`src/rtl/elastic_buffer.sv`:
```
// Elastic buffer: circular store of depth words on a valid/ready stream,
// with a registered upstream_ready, an occupancy count and an almost-full flag.
module elastic_buffer #(
  parameter int bits              = 32,
  parameter int depth             = 4,
  parameter int almost_full_level = 3
) (
  input  logic                       clk,
  input  logic                       rst,
  input  logic [bits-1:0]            upstream_data,
  input  logic                       upstream_valid,
  output logic                       upstream_ready,
  output logic [bits-1:0]            downstream_data,
  output logic                       downstream_valid,
  input  logic                       downstream_ready,
  output logic [$clog2(depth+1)-1:0] count,
  output logic                       almost_full
);

  localparam int PW = $clog2(depth);
  localparam int CW = $clog2(depth + 1);
  localparam logic [CW-1:0] FULL_C = CW'(depth);
  localparam logic [CW-1:0] AFL_C  = CW'(almost_full_level);

  logic [bits-1:0] mem_q [depth];
  logic [PW-1:0]   wp_q, rp_q;
  logic [CW-1:0]   count_q, count_d;
  logic            ready_q;
  logic            wr, rd;

  assign wr = upstream_valid & ready_q;
  assign rd = (count_q != '0) & downstream_ready;

  always_comb begin
    count_d = count_q;
    unique case ({wr, rd})
      2'b10:   count_d = count_q + 1'b1;
      2'b01:   count_d = count_q - 1'b1;
      default: count_d = count_q;
    endcase
  end

  // ready is loaded from the next occupancy so it never sits on a comb path
  always_ff @(posedge clk or posedge rst) begin
    if (rst) begin
      for (int i = 0; i < depth; i++) mem_q[i] <= '0;
      wp_q    <= '0;
      rp_q    <= '0;
      count_q <= '0;
      ready_q <= 1'b1;
    end else begin
      if (wr) begin
        mem_q[wp_q] <= upstream_data;
        wp_q        <= wp_q + 1'b1;
      end
      if (rd) rp_q <= rp_q + 1'b1;
      count_q <= count_d;
      ready_q <= (count_d != FULL_C);
    end
  end

  assign upstream_ready   = ready_q;
  assign downstream_data  = mem_q[rp_q];
  assign downstream_valid = (count_q != '0);
  assign count            = count_q;
  assign almost_full      = (count_q >= AFL_C);

endmodule

```
`config.mk`:
```
export PLATFORM = sky130hd
export DESIGN_NAME = elastic_buffer
export DESIGN_NICKNAME = d
export VERILOG_FILES = /design/src/rtl/elastic_buffer.sv
export SDC_FILE = /design/constraint.sdc
export NUM_CORES = 1
export LEC_CHECK = 0
export BUFFER_PORTS_ARGS = -buffer_cell sky130_fd_sc_hd__buf_2
export CAP_MARGIN = 20
export CELL_PAD_IN_SITES_DETAIL_PLACEMENT = 0
export CELL_PAD_IN_SITES_GLOBAL_PLACEMENT = 2
export CORE_AREA = 2 2 125 127
export DETAILED_ROUTE_END_ITERATION = 12
export DIE_AREA = 0 0 127 129
export PLACE_DENSITY = 0.83
export SKIP_LAST_GASP = 1
export SYNTH_ARGS = -nofsm -noshare
export SYNTH_HDL_FRONTEND = slang
export SYNTH_SLANG_ARGS = --single-unit
export TNS_END_PERCENT = 30
```
`constraint.sdc`:
```
create_clock -name clk -period 8.6 [get_ports clk]
set_clock_uncertainty 0.15 [all_clocks]
set_input_delay 0 -clock clk [delete_from_list [all_inputs] [get_ports clk]]
set_output_delay 0 -clock clk [all_outputs]
set_load 0.05 [all_outputs]
```
; ---- Word level (Yosys, flattened, before mapping)
; Cells that the tools add are included.
; W data, S select, Z words.
[op_classes]
order_cmp = 4
n_addsub = 4
reduce_logical = 2
eq_ne = 3
mux = 7
bitwise = 4
[op_table]
columns = cell, count
row1 = $bwmux W128, 1
row2 = $mux W32, 3
row3 = $bmux W32 S2, 1
row4 = $demux W32 S2, 1
row5 = $ge A3 B3 Y1 const B, 2
row6 = $not A2 Y3, 2
row7 = $pmux W3 S2, 1
row8 = $add A2 B1 Y2 const B, 2
row9 = $add A3 B1 Y3 const B, 1
row10 = $ge A3 B2 Y1 const B, 1
row11 = $lt A3 B1 Y1 const B, 1
row12 = $ne A3 B3 Y1 const B, 1
row13 = $reduce_bool A3 Y1, 1
row14 = $sub A3 B1 Y3 const B, 1
row15 = $and A1 B1 Y1, 2
row16 = $eq A2 B1 Y1 const B, 1
row17 = $eq A2 B2 Y1 const B, 1
row18 = $logic_and A1 B1 Y1, 1
[totals]
in_bits = 36
register_bits = 136

; ---- Depth between registers and ports, before layout
[logic_depth]
word_depth = 6
depth_mapped = 7
depth_no_buf = 7

; ---- Worst setup path after synthesis
; OpenSTA, ideal clock, no wires.
[synth_path]
kind = register -> register
start = reg count_q[0] (netlist: count[0])
end = reg ready_q (netlist: upstream_ready)
setup_ps = 82
arrival_ps = 2251
synth_period_minus_slack_ps = 2483
stages_incl_launch_ff = 8
slack_ps = 6117
cell_sequence = dfrtp_1 -> o31a_1 -> ha_1 -> inv_1 -> fa_1 -> xor2_1 -> or3_1 -> a211o_1
[synth_via]
elab_chain_len = 5
elab_cells_between_ends = 8
cone_classes = 2 x add/sub / 3 x eq/ne / 1 x mux / 1 x bitwise / 1 x reduce/logical
[synth_lines]
columns = item, line
row1 = start: declaration, 27  ; logic [CW-1:0] count_q, count_d;
row2 = start signal: assignment, 57  ; count_q <= count_d;
row3 = $reduce_bool A3 Y1 (*), 32  ; assign rd = (count_q != '0) & downstream_ready;
row4 = $and A1 B1 Y1 (*), 32
row5 = named net rd, 29  ; logic wr, rd;
row6 = $eq A2 B1 Y1 / $eq A2 B2 Y1 (equally long branches), 36  ; unique case ({wr, rd})
row7 = $pmux W3 S2 (*), 36
row8 = $ne A3 B3 Y1 (*), 58  ; ready_q <= (count_d != FULL_C);
row9 = end signal: assignment, 58
row10 = end: declaration, 28  ; logic ready_q;
; Mark *: on every way through the listed nets, which the timed path passes. The rest lies on a longest branch.
; A chain may end at the register's enable or synchronous reset.

; ---- Final worst setup path
[layout_path]
start = reg rp_q[0]
end = out downstream_data[29]
[layout_via]
elab_chain_len = 4
[layout_lines]
columns = item, line
row1 = start: declaration, 26  ; logic [PW-1:0] wp_q, rp_q;
row2 = start signal: assignment, 56  ; if (rd) rp_q <= rp_q + 1'b1;
row3 = $not A2 Y3 (implied by the code), 63  ; assign downstream_data = mem_q[rp_q];
row4 = $bmux W32 S2, 63
row5 = $mux W32 (implied by the code) (2 in series), 63
row6 = end: declaration, 13  ; output logic [bits-1:0] downstream_data,
; Every way passes these cells. The select of a mux whose other input is x is not followed.

==> flow_summary_export.csv <==
group,metric,value,unit
clock_network,clk_pin_slew,0.06,ns
global_route,grt_pass1_vias,3677,
setup_path,cp.required,8.45,ns
global_route,grt_pass1_wl,19.1,mm
setup_path,startpoint,"rp_q[0]$_DFFE_PP0P_",
logic_synthesis,ys_ff_latch,136,
routing,ant_nets,0,
placed_design,place_congestion,0.689,
logic_synthesis,ys_warn_count,0,
sta,tightestPinTransition,0.999,ns
clock_network,insertion_delay,0.41,ns
clock_network,htreeDepth,4,
global_route,grt_max_degree,77,
sta,finalSetupViolations,0,
global_route,grt_antenna_before_repair,0,
sta,hold_viol,0,
routing,drc_errors,0,
floorplanning,initial_core_util,39.6,%
logic_synthesis,synthTopCellsByArea,"dfrtp_1 (57%), mux2_2 (25%), mux4_2 (12%), buf_2 (1.4%), ha_1 (1.1%)",
final_layout,syn2layout_area_growth,24.6,%
hold_path,hold_path.class,"in2async",
logic_synthesis,synth_top_area_share,57.0,%
job,drv_cap,0,
sta,grt_setup_unrepaired,"no",
clock_network,clock-sinks,136,
clock_network,cts_tree,"yes",
routing,wirelength,11.6,mm
sta,timing.final.crit_period,2.55,ns
sta,tns,0,ns
final_layout,final_nets,502,
clock_network,cts_setup_buffers,0,
routing,dr.max_layer_used,"met4",
sta,drv_slew,0,
clock_network,cts_buffers,17,
clock_network,cts_root_buf,"clkbuf_16",
floorplanning,io_pins,74,
routing,met3WireLength,318,um
sta,max_freq,0.392,GHz
setup_path,critPathMaxFanout,20,
logic_synthesis,postSynthNetCount,391,
outcome,status,"completed",
setup_path,critPathKind,"reg2out",
setup_path,reg2reg_from,"count[0]$_DFF_PP0_",
routing,drt_iter0_drc,136,
placed_design,io_buffers,73,
floorplanning,fp.coreArea,0.0150,sq mm
setup_path,cp.arrival,2.40,ns
logic_synthesis,synth_top_area_cell,"dfrtp_1",
clock_network,postCtsHoldBufs,35,
logic_synthesis,syn_inst,349,
floorplanning,die_w,127,um
floorplanning,die-area,0.0164,sq mm
routing,routed-wl-met2,5.74,mm
final_layout,drive_gt1_share,57.7,%
clock_network,cts_buffer_depth,2,
placed_design,dp_hpwl,7.28,mm
routing,met1_length,5.35,mm
global_route,overflow,0,
logic_synthesis,syn-cell-area,0.00593,sq mm
global_route,gr-usage-all-layers,15.4,%
floorplanning,rows,45,
setup_path,endpoint_kind,"primary output",
setup_path,cp-start-kind,"register",
logic_synthesis,ys_types,19,
routing,vias,3308,
routing,drt-vias-per-instance,5.03,
routing,drt_pass1_iterations,4,
routing,routedWlPerCell,17.6,um
floorplanning,die_h,129,um
final_layout,nFillCells,1286,
logic_synthesis,synth_area_per_cell,17.0,sq um
sta,maxSlewHeadroom,33.4,%
sta,finalCritPeriodShare,29.7,%
final_layout,n_antenna_cell,0,
logic_synthesis,yosysSeqAreaShare,57.4,%
clock_network,cts.repair.resized,0,
==> registers in the layout (all words and copies together), names as in the netlist <==
| register | flops |
|---|---|
| mem_q | 128 |
| rp_q | 2 |
| count | 3 |
| upstream_ready | 1 |
| wp_q | 2 |
==> worst max-delay path, cell delays in order (launching register included) <==
cell     delay [ns]
dfrtp_2        0.68
buf_4          0.48
mux4_2         0.59
buf_2          0.23
==> logic make-up (layout without fill, tap and decap cells) <==
logic type               Yosys count  after routing  synth area share, %
adder cells (fa/ha/maj)            6              6                 1.39
buffers and inverters             27            148                 2.43
multiplexers                     162            162                 36.8
XOR/XNOR                           5              5                0.739
AND/OR/NAND/NOR                    9              9                0.718
AO/OA/AOI/OAI                      4              4                0.464
flip-flops                       136            136                 57.4
==> final timing paths <==
path                            slack [ns]                       end  depth (start not counted)
worst max-delay path                  6.05       downstream_data[29]                          3
worst min-delay path                  0.05    mem_q[115]$_DFFE_PP0P_                          3
worst max register to register        6.26  upstream_ready$_DFF_PP1_                          7
worst min register to register        0.35      mem_q[0]$_DFFE_PP0P_                          1
max in group asynchronous             6.87       rp_q[0]$_DFFE_PP0P_                          4
min in group clk                      0.25      mem_q[3]$_DFFE_PP0P_                          3
==> per-layer routing <==
| metal | global-route usage, % | up-vias |
|---|---|---|
| li1 | - | 1513 |
| met1 | 19.9 | 1728 |
| met2 | 25.2 | 57 |
| met3 | 3.53 | 10 |
| met4 | 6.40 | 0 |
| met5 | 0 | - |
==> cell type report <==
| class | count | area (sq um) | share of cell area (%) |
|---|---|---|---|
| clock inverters | 4 | 45.0 | 0.610 |
| flip-flops and latches | 136 | 3410 | 46.1 |
| clock buffers | 25 | 495 | 6.71 |
| inverters | 7 | 31.3 | 0.424 |
| repair buffers | 112 | 771 | 10.4 |
| multi-input cells | 186 | 2400 | 32.5 |
| well taps | 188 | 235 | 3.19 |
==> through the flow <==
stage                     hold slack [ns]  utilization, %  worst slack [ns]  instance area [sq um]  std cells
after floorplan                  0.000487               -              4.81                   5930        349
after CTS                          0.0707            49.2              5.93                   7360        657
after global routing                0.119            49.3              5.86                   7380        658
after detailed placement          -0.0398            43.2              6.23                   6470        593
after global placement            -0.0474            43.1              6.24                   6450        592
final                              0.0500            49.3              6.05                   7380        658
==> synth_stat cells, drive strengths merged <==
library cell	count
mux2	129
o31a	1
dfrtp	135
mux2i	1
clkbuf	1
inv	7
nand2	3
or3	1
a211o	1
xnor2	3
buf	19
xor2	2
ha	5
fa	1
dfstp	1
mux4	32
nand3	5
o21ai	2
==> placed cells by master (no fill, tap or decap), types with 2 or more instances in the layout <==
cell / instances
clkinv_2: 3
dfrtp_1: 133
xnor2_1: 3
nand3_2: 4
clkbuf_16: 17
clkbuf_8: 4
buf_12: 2
ha_1: 5
xor2_1: 2
nand2_1: 3
inv_1: 6
clkbuf_1: 4
dfrtp_2: 2
o21ai_0: 2
mux4_2: 32
buf_4: 2
dlygate4sd3_1: 35
buf_2: 73
mux2_2: 129
Power is left out: the tool's default activity adds up to more than one toggle a clock period on the data nets, which glitch-free logic cannot reach.
